--- src/rtl/load_store_unit.sv ---
// RV32I load/store unit between the multicycle control path and the data RAM controller.
// Optional misaligned-access trapping is enabled by defining MISALIGN_TRAP_EN.
module load_store_unit #(
  parameter int ADDR_W     = 10,
  parameter int WRITE_WAIT = 1
) (
  input  logic              clk,
  input  logic              rst,
  input  logic              start,
  input  logic              is_store,
  input  logic [2:0]        funct3,
  input  logic [31:0]       addr,
  input  logic [31:0]       wdata_in,
  output logic              busy,
  output logic              done,
  output logic [31:0]       rdata_out,
  output logic              misalign,
  output logic              mem_read,
  output logic              mem_write,
  output logic [3:0]        mem_byteena,
  output logic [ADDR_W-1:0] mem_addr,
  output logic [31:0]       mem_wdata,
  input  logic              mem_valid,
  input  logic [31:0]       mem_rdata
);

  typedef enum logic [2:0] {IDLE, REQ, RD_WAIT, WR_WAIT, FAULT} state_t;

  localparam int CNT_W = (WRITE_WAIT > 1) ? $clog2(WRITE_WAIT) : 1;

  state_t state, state_n;

  logic              is_store_q, is_store_n;
  logic [2:0]        f3_q, f3_n;
  logic [1:0]        off_q, off_n;
  logic [CNT_W-1:0]  wcnt_q, wcnt_n;
  logic              done_n, mem_read_n, mem_write_n;
  logic [31:0]       rdata_n, wdata_n;
  logic [3:0]        be_n;
  logic [ADDR_W-1:0] maddr_n;

  logic [1:0]  req_off;
  logic [3:0]  req_be;
  logic [31:0] req_wdata;
  logic        req_fault;
  logic [31:0] sh;
  logic [31:0] ext;

  // Upper address bits and the high part of the shifted read word are not needed.
  logic unused_ok;
  assign unused_ok = &{1'b0, addr[31:ADDR_W+2], sh[31:16]};

  assign busy = (state != IDLE);

  // Request decode: halfword/word offsets are forced aligned; trapping flags them instead.
  always_comb begin
    req_off   = addr[1:0];
    req_be    = 4'b1111;
    req_wdata = wdata_in;
    req_fault = 1'b0;
    case (funct3[1:0])
      2'b00: begin
        req_be    = 4'b0001 << addr[1:0];
        req_wdata = {4{wdata_in[7:0]}};
      end
      2'b01: begin
        req_off   = {addr[1], 1'b0};
        req_be    = 4'b0011 << {addr[1], 1'b0};
        req_wdata = {2{wdata_in[15:0]}};
      end
      default: req_off = 2'b00;
    endcase
`ifdef MISALIGN_TRAP_EN
    req_fault = ((funct3[1:0] == 2'b01) && addr[0]) ||
                (funct3[1] && (addr[1:0] != 2'b00));
`endif
  end

  always_comb begin
    sh = mem_rdata >> {off_q, 3'b000};
    case (f3_q)
      3'b000:  ext = {{24{sh[7]}}, sh[7:0]};
      3'b100:  ext = {24'd0, sh[7:0]};
      3'b001:  ext = {{16{sh[15]}}, sh[15:0]};
      3'b101:  ext = {16'd0, sh[15:0]};
      default: ext = mem_rdata;
    endcase
  end

  always_ff @(posedge clk) begin
    if (!rst) state <= IDLE;
    else      state <= state_n;
  end

  // Next-state logic; pulse outputs default low and are produced one edge early so they register.
  always_comb begin
    state_n     = state;
    is_store_n  = is_store_q;
    f3_n        = f3_q;
    off_n       = off_q;
    wcnt_n      = wcnt_q;
    done_n      = 1'b0;
    mem_read_n  = 1'b0;
    mem_write_n = 1'b0;
    rdata_n     = rdata_out;
    wdata_n     = mem_wdata;
    be_n        = mem_byteena;
    maddr_n     = mem_addr;
    case (state)
      IDLE: begin
        if (start) begin
          is_store_n = is_store;
          f3_n       = funct3;
          off_n      = req_off;
          be_n       = req_be;
          wdata_n    = req_wdata;
          maddr_n    = addr[ADDR_W+1:2];
          if (req_fault) begin
            state_n = FAULT;
            done_n  = 1'b1;
          end else begin
            state_n     = REQ;
            mem_read_n  = ~is_store;
            mem_write_n = is_store;
          end
        end
      end
      REQ: begin
        wcnt_n  = '0;
        state_n = is_store_q ? WR_WAIT : RD_WAIT;
      end
      RD_WAIT: begin
        if (mem_valid) begin
          rdata_n = ext;
          done_n  = 1'b1;
          state_n = IDLE;
        end
      end
      WR_WAIT: begin
        if (wcnt_q == CNT_W'(WRITE_WAIT - 1)) begin
          done_n  = 1'b1;
          state_n = IDLE;
        end else begin
          wcnt_n = wcnt_q + 1'b1;
        end
      end
      FAULT:   state_n = IDLE;
      default: state_n = IDLE;
    endcase
  end

  always_ff @(posedge clk) begin
    if (!rst) begin
      is_store_q  <= 1'b0;
      f3_q        <= 3'd0;
      off_q       <= 2'd0;
      wcnt_q      <= '0;
      done        <= 1'b0;
      mem_read    <= 1'b0;
      mem_write   <= 1'b0;
      rdata_out   <= 32'd0;
      mem_wdata   <= 32'd0;
      mem_byteena <= 4'd0;
      mem_addr    <= '0;
    end else begin
      is_store_q  <= is_store_n;
      f3_q        <= f3_n;
      off_q       <= off_n;
      wcnt_q      <= wcnt_n;
      done        <= done_n;
      mem_read    <= mem_read_n;
      mem_write   <= mem_write_n;
      rdata_out   <= rdata_n;
      mem_wdata   <= wdata_n;
      mem_byteena <= be_n;
      mem_addr    <= maddr_n;
    end
  end

`ifdef MISALIGN_TRAP_EN
  logic misalign_q;
  always_ff @(posedge clk) begin
    if (!rst) misalign_q <= 1'b0;
    else      misalign_q <= (state == IDLE) && start && req_fault;
  end
  assign misalign = misalign_q;
`else
  assign misalign = 1'b0;
`endif

endmodule

--- config.mk ---
export PLATFORM = sky130hd
export DESIGN_NAME = load_store_unit
export DESIGN_NICKNAME = d
export VERILOG_FILES = /design/src/rtl/load_store_unit.sv
export SDC_FILE = /design/constraint.sdc
export NUM_CORES = 1
export LEC_CHECK = 0
export CORE_ASPECT_RATIO = 0.9
export CORE_UTILIZATION = 39
export DETAILED_ROUTE_END_ITERATION = 12
export PLACE_DENSITY = 0.89
export RECOVER_POWER = 50
export SYNTH_ARGS = -nofsm -noshare
export SYNTH_HDL_FRONTEND = slang
export SYNTH_SLANG_ARGS = --single-unit
--- constraint.sdc ---
create_clock -name clk -period 2.1 [get_ports clk]
set_clock_uncertainty 0.2 [all_clocks]
set_input_delay 0.63 -clock clk [delete_from_list [all_inputs] [get_ports clk]]
set_output_delay 0.63 -clock clk [all_outputs]
set_load 0.01 [all_outputs]
==> results.yml, run 1 <==
timing:
  relSlewSlack_pct: 65.7
  min_period_over_period_pct: 98.7
  max_freq_mhz: 483
  fin_hold_ws_ns: 0.262
  drv_slew: 0
  rsz0062_at_grt: "false"
  finalSetupTns_ns: 0
  finalSetupViolCount: 0
  final_hold_viol_count: 0
  post-route-min-period_ns: 2.07
  worst_pin_slew_ns: 0.514
worst_setup_path:
  reg2reg_to: "rdata_out[14]$_SDFFE_PN0P_"
  worstPathMaxFanout: 8
  critPathArrivalTime_ns: 2.14
  cp_num_buf_inv: 2
  cp_top_family: "multiplexers"
  rr_worst_depth: 6
  worst_setup_path_start_kind: "primary input"
  path_class: "primary input to register"
  r2r_start: "off_q[1]$_SDFFE_PN0P_"
  path_cells: "clkdlybuf4s15_2 -> nand2b_1 -> mux4_2 -> or3_4 -> buf_8 -> a31oi_4"
  slowest_stage: "mux4_2"
  cpPeakStageDelay_ns: 0.50
  cp.required_ns: 2.16
  endpoint_kind: "register"
  reg2reg_slack_ns: 0.05
  crit_start: "mem_rdata[31]"
placed_design:
  port_buffers: 165
  gp_congestion: 0.889
  hpwl_microns: 10800
  place_area_sq_um: 6440
  placedCellCount: 804
power:
  p_per_area_nw_per_um2: 694
  pwr-share-comb_pct: 21.3
  finalPower_w: 0.00470
  ir_drop_v: 0.000502
  p_switching_w: 0.00121
  intPower_w: 0.00349
  leakage_nw: 2.64
  pwr-share-seq_pct: 39.5
  clock_power_share_pct: 39.2
  p_sw_share_pct: 25.7
synthesis:
  synth-seq-area-share_pct: 41.0
  synth.most_common_cell: "nand2_1"
  syn_nets: 599
  synthCells: 495
  synth-seq-cells: 89
  netlist_top_cells_count: "116 x nand2_1, 89 x dfxtp_1, 39 x clkbuf_1, 38 x mux2i_1, 34 x a21boi_0"
  synth_top_area_share_pct: 41.0
  synth_area_sq_um: 4340
  yosysWarningCount: 0
  async_reset_ff_share_pct: 0
  ys_top_cells_by_area: "dfxtp_1 41%, nand2_1 10%, mux2i_1 8.8%"
  synth_top_cell_by_area: "dfxtp_1"
  synth-edff-count: 0
  synth_cell_types: 36
  ys.flop_type: "dfxtp_1"
  syn_area_per_cell_sq_um: 8.77
die:
  core_area_sq_um: 10800
  dieArea_sq_um: 11600
  rows: 36
  die_h_microns: 102
  die_w_microns: 113
  io_pins: 187
  initial_utilization_pct: 40.2
hold_path:
  hold_start: "state[1]$_SDFFE_PN0P_"
  worstHoldEndpoint: "state[0]$_SDFFE_PN0P_"
  hold_path_class: "register to register"
  hold_depth: 1
clocking:
  cts_buffers: 9
  cts_sinks: 89
  cts-htree-levels: 3
  cts_tree: "done"
  clk_pin_slew_ns: 0.07
  root_buffer: "clkbuf_16"
  cts_max_path_buffers: 2
  clock_latency_ns: 0.33
detailed_routing:
  wirelength_microns: 14300
  wire_per_inst_microns: 17.4
  drt_iter0_markers: 233
  drc: 0
  final_antenna_net_count: 0
  via_per_inst: 5.35
  num_vias: 4386
  firstDrtPassIters: 4
flow_run:
  cap_violations: 0
global_routing:
  grt_max_degree: 43
  antenna_found_initial: 0
  track_usage_pct: 24.4
  grt_overflow: 0
  grt_pass1_wl_microns: 21900
  first_global_vias: 4487
cells_and_area:
  drive_above_1_share_pct: 14.1
  diodes: 0
  final_cell_count_no_fill: 820
  fin_area_sq_um: 6780
  area_growth_pct: 56.1
  nets: 786
outcome:
  status: "finished, final reports clean"
[cells by family (layout without fill, tap and decap cells)]
family | after synthesis | in the layout | synth area share, %
AND/OR/NAND/NOR | 170 | 170 | 16.7
AO/OA/AOI/OAI | 145 | 145 | 27.4
flip-flops | 89 | 89 | 41.0
buffers and inverters | 51 | 243 | 5.56
multiplexers | 39 | 39 | 9.28
other | 1 | 1 | 0.0863
[cells in the final DEF, fill, tap and decap left out, drive strengths merged, types with 16 or more instances in the layout]
cell type      count
a21boi            34
a31oi             18
buf               54
clkbuf            24
clkdlybuf4s50    144
dfxtp             89
mux2i             38
nand2            116
nor2              21
o211a             16
o21ai             29
[state kept, by name, summed over array words and instances (netlist names)]
signal       cells
mem_wdata       32
rdata_out       32
mem_addr        10
mem_byteena      4
f3_q             3
off_q            2
state            2
done             1
is_store_q       1
mem_read         1
mem_write        1
[metal layers]
layer  GRT usage, %  part of all wire (%)  vias up
met5              0                     0        -
met4           11.3                   2.9        0
met3           5.52                   5.8       34
met2           43.2                    50      180
met1           28.4                    41     2053
li1               -                     -     2119
[power by group through the flow]
stage	combinational (W)	clock (W)	sequential, W
after floorplan	0.000398	0	0.00193
after global placement	0.000965	0	0.00189
after detailed placement	0.000990	0	0.00190
after CTS	0.00100	0.00188	0.00186
after global routing	0.00107	0.00194	0.00187
final	0.000999	0.00184	0.00186
[worst max-delay path by stage]
stage | to | slack, ns | cells past startpoint
after floorplan | rdata_out[21]$_SDFFE_PN0P_ | -0.05 | 6
after global placement | rdata_out[22]$_SDFFE_PN0P_ | -0.58 | 6
after detailed placement | rdata_out[22]$_SDFFE_PN0P_ | -0.67 | 6
after CTS | rdata_out[16]$_SDFFE_PN0P_ | 0.0009 | 6
after global routing | rdata_out[8]$_SDFFE_PN0P_ | 0.0001 | 6
final | rdata_out[16]$_SDFFE_PN0P_ | 0.03 | 6
[per-stage QoR]
step	worst slack, ns	util, %
floorplan	-0.0461	-
global placement	-0.581	59.6
detailed placement	-0.665	59.6
CTS	0.000947	63.0
global route	0.000138	62.7
finish	0.0275	62.7
[repair_timing]
action / 4_1_cts / 5_1_grt
hold buffers: 0 / 0
buffers inserted: 0 / 0
endpoints found under the hold margin: 0 / 0
endpoints found under the setup margin: 17 / 31
gates cloned: 0 / 0
resized for setup: 18 / 23
pin swaps: 2 / 2
[area by class of cell]
type,count,area [sq um]
Clock buffer,10,229
Clock inverter,6,115
Fill cell,907,4030
Inverter,3,11.3
Multi-Input combinational cell,355,2370
Sequential cell,89,1780
Tap cell,133,166
Timing Repair Buffer,224,2100
(Power assumes the default switching activity.)
==> inputs of run 2 (changes only) <==
--- a/config.mk
+++ b/config.mk
@@ -5,11 +5,14 @@
 export SDC_FILE = /design/constraint.sdc
 export NUM_CORES = 1
 export LEC_CHECK = 0
+export CAP_MARGIN = 20
 export CORE_ASPECT_RATIO = 0.9
+export CORE_MARGIN = 1
 export CORE_UTILIZATION = 39
 export DETAILED_ROUTE_END_ITERATION = 12
 export PLACE_DENSITY = 0.89
 export RECOVER_POWER = 50
+export SKIP_LAST_GASP = 1
 export SYNTH_ARGS = -nofsm -noshare
 export SYNTH_HDL_FRONTEND = slang
 export SYNTH_SLANG_ARGS = --single-unit
==> run 2 against run 1 <==
  * Count of clock-buffer cells in the layout unchanged
  * Final area down 0.68%
  * Cell count unchanged
  * Setup slack about the same
  * Total power down 0.57%
  * Utilization down 0.43 points
  * Combinational power down 2%
  * First-iteration DRC count up 14%
  * Fmax about the same
  * Non-clock buffer count unchanged
  * Wire length down 1.1%
  * Largest power group unchanged
  * Die area unchanged
==> results.yml, run 2 (synthesis results as in run 1) <==
clocking:
  cts-htree-levels: 3
  root_buffer: "clkbuf_16"
  clock_latency_ns: 0.33
  hold_buffers: 0
  post_cts_buffers: 0
  cts_tree: "done"
  cts_sinks: 89
  cts_max_path_buffers: 2
  clk_pin_slew_ns: 0.07
  cts_buffers: 9
worst_setup_path:
  endpoint_kind: "register"
  path_cells: "clkdlybuf4s15_2 -> mux2i_2 -> mux4_2 -> or3_4 -> buf_8 -> a31oi_2"
  r2r_start: "off_q[1]$_SDFFE_PN0P_"
  cp.required_ns: 2.16
  reg2reg_to: "rdata_out[8]$_SDFFE_PN0P_"
  worstPathMaxFanout: 8
  reg2reg_slack_ns: 0.04
  rr_worst_depth: 6
  critPathArrivalTime_ns: 2.13
  path_class: "primary input to register"
  slowest_stage: "mux4_2"
  worst_setup_path_start_kind: "primary input"
  cpPeakStageDelay_ns: 0.49
detailed_routing:
  wirelength_microns: 14100
  firstDrtPassIters: 5
  drt_iter0_markers: 265
  drc: 0
  wire_per_inst_microns: 17.2
  via_per_inst: 5.33
  num_vias: 4371
  final_antenna_net_count: 0
timing:
  post-route-min-period_ns: 2.07
  min_period_over_period_pct: 98.7
  drv_slew: 0
  relSlewSlack_pct: 64.8
  finalSetupViolCount: 0
  finalSetupTns_ns: 0
  worst_pin_slew_ns: 0.527
  max_freq_mhz: 483
  final_hold_viol_count: 0
  rsz0062_at_grt: "true"
placed_design:
  gp_congestion: 0.889
  hpwl_microns: 10800
  placedCellCount: 804
  port_buffers: 165
power:
  clock_power_share_pct: 39.3
  p_per_area_nw_per_um2: 694
  intPower_w: 0.00348
  leakage_nw: 2.62
  finalPower_w: 0.00468
  pwr-share-seq_pct: 39.8
  ir_drop_v: 0.000499
  pwr-share-comb_pct: 21.0
  p_switching_w: 0.00119
  p_sw_share_pct: 25.5
cells_and_area:
  final_cell_mix: "144 x clkdlybuf4s50_1, 116 x nand2_1, 87 x dfxtp_1, 42 x buf_4, 35 x mux2i_1"
  final_cell_count_no_fill: 820
  drive_above_1_share_pct: 13.8
  area_growth_pct: 55.0
  ff_latch_area_sq_um: 1780
  multi_input_area_sq_um: 2350
  final_common_cell: "clkdlybuf4s50_1"
  diodes: 0
  nets: 786
  top_regs: "mem_wdata: 32 flops, rdata_out: 32 flops, mem_addr: 10 flops"
  n_fill_cell: 916
  post-route-util_pct: 62.3
global_routing:
  first_global_vias: 4487
  grt_pass1_wl_microns: 21900
  grt_max_degree: 43
  grt_overflow: 0
  antenna_found_initial: 0
  track_usage_pct: 24.4
die:
  io_pins: 187
  die_h_microns: 102
  core_area_sq_um: 10800
  rows: 36
  initial_utilization_pct: 40.2
  die_w_microns: 113
  dieArea_sq_um: 11600
hold_path:
  worstHoldEndpoint: "mem_wdata[29]$_SDFFE_PN0P_"
  hold_depth: 2
  hold_start: "mem_wdata[29]$_SDFFE_PN0P_"
  hold_path_class: "register to register"
flow_run:
  cap_violations: 0
outcome:
  status: "finished, final reports clean"
==> run 2: cell types whose count changed in the layout (fill, tap and decap cells not counted), moves of 2 or more <==
cell and change:
clkbuf_1 +2, buf_12 -2, clkbuf_4 +2, a31oi_4 -2
==> run 2: final cells by class <==
| cell class | instances | share of cell area (%) |
|---|---|---|
| well taps | 133 | 2.47 |
| repair buffers | 224 | 30.9 |
| clock inverters | 6 | 1.71 |
| clock buffers | 10 | 3.40 |
| inverters | 3 | 0.167 |
| flip-flops and latches | 89 | 26.5 |
| multi-input cells | 355 | 34.9 |
==> run 2: repair_timing <==
action,4_1_cts,5_1_grt
resized for setup,18,19
pin swaps,2,2
setup endpoints to repair,17,31
cloned,0,0
==> run 2: metal layers <==
layer  global-route usage, %  share of wire (%)  vias to the layer above
met2                    43.2                 50                      168
met1                    28.4                 41                     2050
met5                       0                  0                        -
met3                    5.52                5.6                       32
met4                    11.3                2.9                        0
li1                        -                  -                     2121
==> run 2: critical path: cells and delay by family <==
kind	cells	cell delay [ns]
mux	2	0.58
buf+inv	2	0.38
simple gates	1	0.38
compound gates	1	0.17
==> run 2: through the flow <==
step	hold slack, ns	instance area [sq um]	worst slack, ns
after CTS	0.266	6810	0.000947
after detailed placement	0.257	6440	-0.665
final	0.262	6730	0.0278
after global placement	0.249	6440	-0.581
after global routing	0.288	6730	-0.0256
after floorplan	0.243	4350	-0.0461
==> run 2: power groups by stage <==
stage	registers (W)	clock network (W)	logic (W)
2_1_floorplan	0.00193	0	0.000398
3_3_place_gp	0.00189	0	0.000965
3_5_place_dp	0.00190	0	0.000990
4_1_cts	0.00186	0.00188	0.00100
5_1_grt	0.00187	0.00194	0.00105
6_report	0.00186	0.00184	0.000980
==> run 2: worst max path at each step <==
stage	slack, ns	end	startpoint
after global placement	-0.58	rdata_out[22]$_SDFFE_PN0P_	mem_rdata[23]
after CTS	0.0009	rdata_out[16]$_SDFFE_PN0P_	mem_rdata[15]
after detailed placement	-0.67	rdata_out[22]$_SDFFE_PN0P_	mem_rdata[23]
after global routing	-0.03	rdata_out[16]$_SDFFE_PN0P_	mem_rdata[7]
after floorplan	-0.05	rdata_out[21]$_SDFFE_PN0P_	mem_rdata[23]
final	0.03	rdata_out[16]$_SDFFE_PN0P_	mem_rdata[23]
==> inputs of run 3 (changes only) <==
--- a/config.mk
+++ b/config.mk
@@ -10,6 +10,7 @@
 export CORE_MARGIN = 1
 export CORE_UTILIZATION = 39
 export DETAILED_ROUTE_END_ITERATION = 12
+export GPL_TIMING_DRIVEN = 0
 export PLACE_DENSITY = 0.89
 export RECOVER_POWER = 50
 export SKIP_LAST_GASP = 1
==> run 3 against run 2 <==
  * The flow now finishes with violations (setup timing)
  * Sequential share of layout area is 0.73 points higher
  * Hold slack gained 0.0047 ns
  * Cell count decreased by 1.5%
  * Flip-flop and latch count stayed put
  * Fmax is 2.3% lower
  * Sequential power is essentially flat
  * Clock power decreased by 4%
  * Global-route usage rose by 1.5 points
  * Count of clock-buffer cells in the layout shrank 1
==> results.yml, run 3 (synthesis results as in run 1) <==
cells_and_area:
  post-route-util_pct: 60.7
  drive_above_1_share_pct: 10.2
  fin_area_sq_um: 6570
  final_common_cell: "clkdlybuf4s50_1"
  diodes: 0
  n_fill_cell: 917
  final_cell_count_no_fill: 808
  area_growth_pct: 51.2
  nets: 774
  top_regs: "mem_wdata: 32 flops, rdata_out: 32 flops, mem_addr: 10 flops"
  final_cell_mix: "149 x clkdlybuf4s50_1, 115 x nand2_1, 86 x dfxtp_1, 35 x mux2i_1, 34 x a21boi_0"
die:
  core_area_sq_um: 10800
  initial_utilization_pct: 40.2
  die_h_microns: 102
  io_pins: 187
  rows: 36
  dieArea_sq_um: 11600
  die_w_microns: 113
timing:
  final_hold_viol_count: 0
  rsz0062_at_grt: "true"
  relSlewSlack_pct: 62.7
  post-route-min-period_ns: 2.12
  min_period_over_period_pct: 101
  drv_slew: 0
  fin_hold_ws_ns: 0.267
  finalSetupViolCount: 12
  worst_pin_slew_ns: 0.560
  max_freq_mhz: 472
  fin_ws_ns: -0.0202
clocking:
  cts_max_path_buffers: 2
  cts-htree-levels: 3
  cts_tree: "done"
  clock_latency_ns: 0.34
  cts_buffers: 9
  cts_sinks: 89
  root_buffer: "clkbuf_16"
  hold_buffers: 0
  clk_pin_slew_ns: 0.07
placed_design:
  port_buffers: 164
  hpwl_microns: 11300
  place_area_sq_um: 6160
  placedCellCount: 792
  gp_congestion: 0.903
detailed_routing:
  top_layer: "met4"
  met3_length_microns: 936
  drc: 0
  wl_met1_microns: 6350
  wire_per_inst_microns: 18.8
  drt_iter0_markers: 304
  wirelength_microns: 15200
  final_antenna_net_count: 0
  dr_wl_met2_microns: 7210
  via_per_inst: 5.70
  firstDrtPassIters: 5
  num_vias: 4603
global_routing:
  antenna_found_initial: 0
  grt_max_degree: 17
  grt_pass1_wl_microns: 23000
  first_global_vias: 4529
  grt_overflow: 0
  track_usage_pct: 25.9
worst_setup_path:
  slowest_stage: "mux4_2"
  cp.required_ns: 2.17
  cpPeakStageDelay_ns: 0.46
  r2r_start: "off_q[0]$_SDFFE_PN0P_"
  cp_num_buf_inv: 2
  path_cells: "clkdlybuf4s15_1 -> mux2i_2 -> mux4_2 -> or3_4 -> buf_6 -> a31oi_1"
  path_class: "primary input to register"
  critPathArrivalTime_ns: 2.19
  worstPathMaxFanout: 6
  reg2reg_slack_ns: -0.01
  worst_setup_path_start_kind: "primary input"
  reg2reg_to: "rdata_out[17]$_SDFFE_PN0P_"
  cp_top_family: "multiplexers"
  endpoint_kind: "register"
  rr_worst_depth: 6
hold_path:
  hold_start: "mem_wdata[25]$_SDFFE_PN0P_"
  hold_path_class: "register to register"
  hold_depth: 2
  worstHoldEndpoint: "mem_wdata[25]$_SDFFE_PN0P_"
power:
  finalPower_w: 0.00461
  ir_drop_v: 0.000408
  p_per_area_nw_per_um2: 702
  leakage_nw: 2.49
outcome:
  status: "finished, violations left"
  violations: "setup timing"
flow_run:
  cap_violations: 0
==> run 3: cell count changes in the layout (fill, tap and decap cells not counted), moves of 2 or more <==
cell and change:
nor2_1 -2, clkbuf_4 -3, clkdlybuf4s15_1 +2, clkbuf_2 +10, o32ai_2 +2, o32ai_1 -2
clkdlybuf4s50_1 +5, clkbuf_1 +16, clkdlybuf4s25_1 -3, buf_4 -39, nor2_2 +2, buf_12 -2
==> run 3: metal layers <==
layer / vias up / GRT usage [%]
li1: 2103 / -
met1: 2196 / 32.6
met2: 240 / 43.3
met3: 64 / 2.73
met4: 0 / 15.8
met5: - / 0
==> run 3: timing repair <==
action,in CTS,in global routing
pin swaps,2,2
resized for setup,36,31
endpoints found under the setup margin,85,57
buffers inserted,2,0
gates cloned,1,0
==> run 3: stage by stage <==
stage,setup TNS [ns],worst slack (ns)
3_5_place_dp,-47.89,-0.826
4_1_cts,-0.627,-0.0559
5_1_grt,-0.701,-0.0516
6_report,-0.0896,-0.0202
2_1_floorplan,-0.461,-0.0461
3_3_place_gp,-43.55,-0.696
==> run 3: final cells by class <==
type / count / area [sq um] / share of cell area (%)
sequential: 89 / 1790 / 27.2
inverter: 3 / 11.3 / 0.172
tap: 133 / 166 / 2.53
clock buffer: 9 / 225 / 3.43
buffer: 45 / 241 / 3.68
multi-input combinational: 355 / 2380 / 36.2
timing repair buffer: 167 / 1660 / 25.2
clock inverter: 7 / 101 / 1.54
==> run 3: worst max path at each step <==
stage,cells past startpoint,endpoint,start
final,6,rdata_out[17]$_SDFFE_PN0P_,mem_rdata[31]
after global routing,6,rdata_out[26]$_SDFFE_PN0P_,off_q[0]$_SDFFE_PN0P_
after CTS,6,rdata_out[17]$_SDFFE_PN0P_,off_q[0]$_SDFFE_PN0P_
after detailed placement,5,rdata_out[0]$_SDFFE_PN0P_,mem_valid
after global placement,5,rdata_out[6]$_SDFFE_PN0P_,mem_valid
after floorplan,6,rdata_out[21]$_SDFFE_PN0P_,mem_rdata[23]
==> run 3: where the power goes <==
part           leakage (nW)  switching [W]  internal (W)  total [W]
sequential            0.730      0.0000619       0.00179    0.00185
combinational          1.60       0.000483      0.000496   0.000979
clock                 0.158       0.000718       0.00106    0.00177
==> run 3: worst min-delay path, cell delays in order (launching register included) <==
cell      delay (ns)
dfxtp_1         0.31
nand2_1         0.05
a21boi_0        0.06
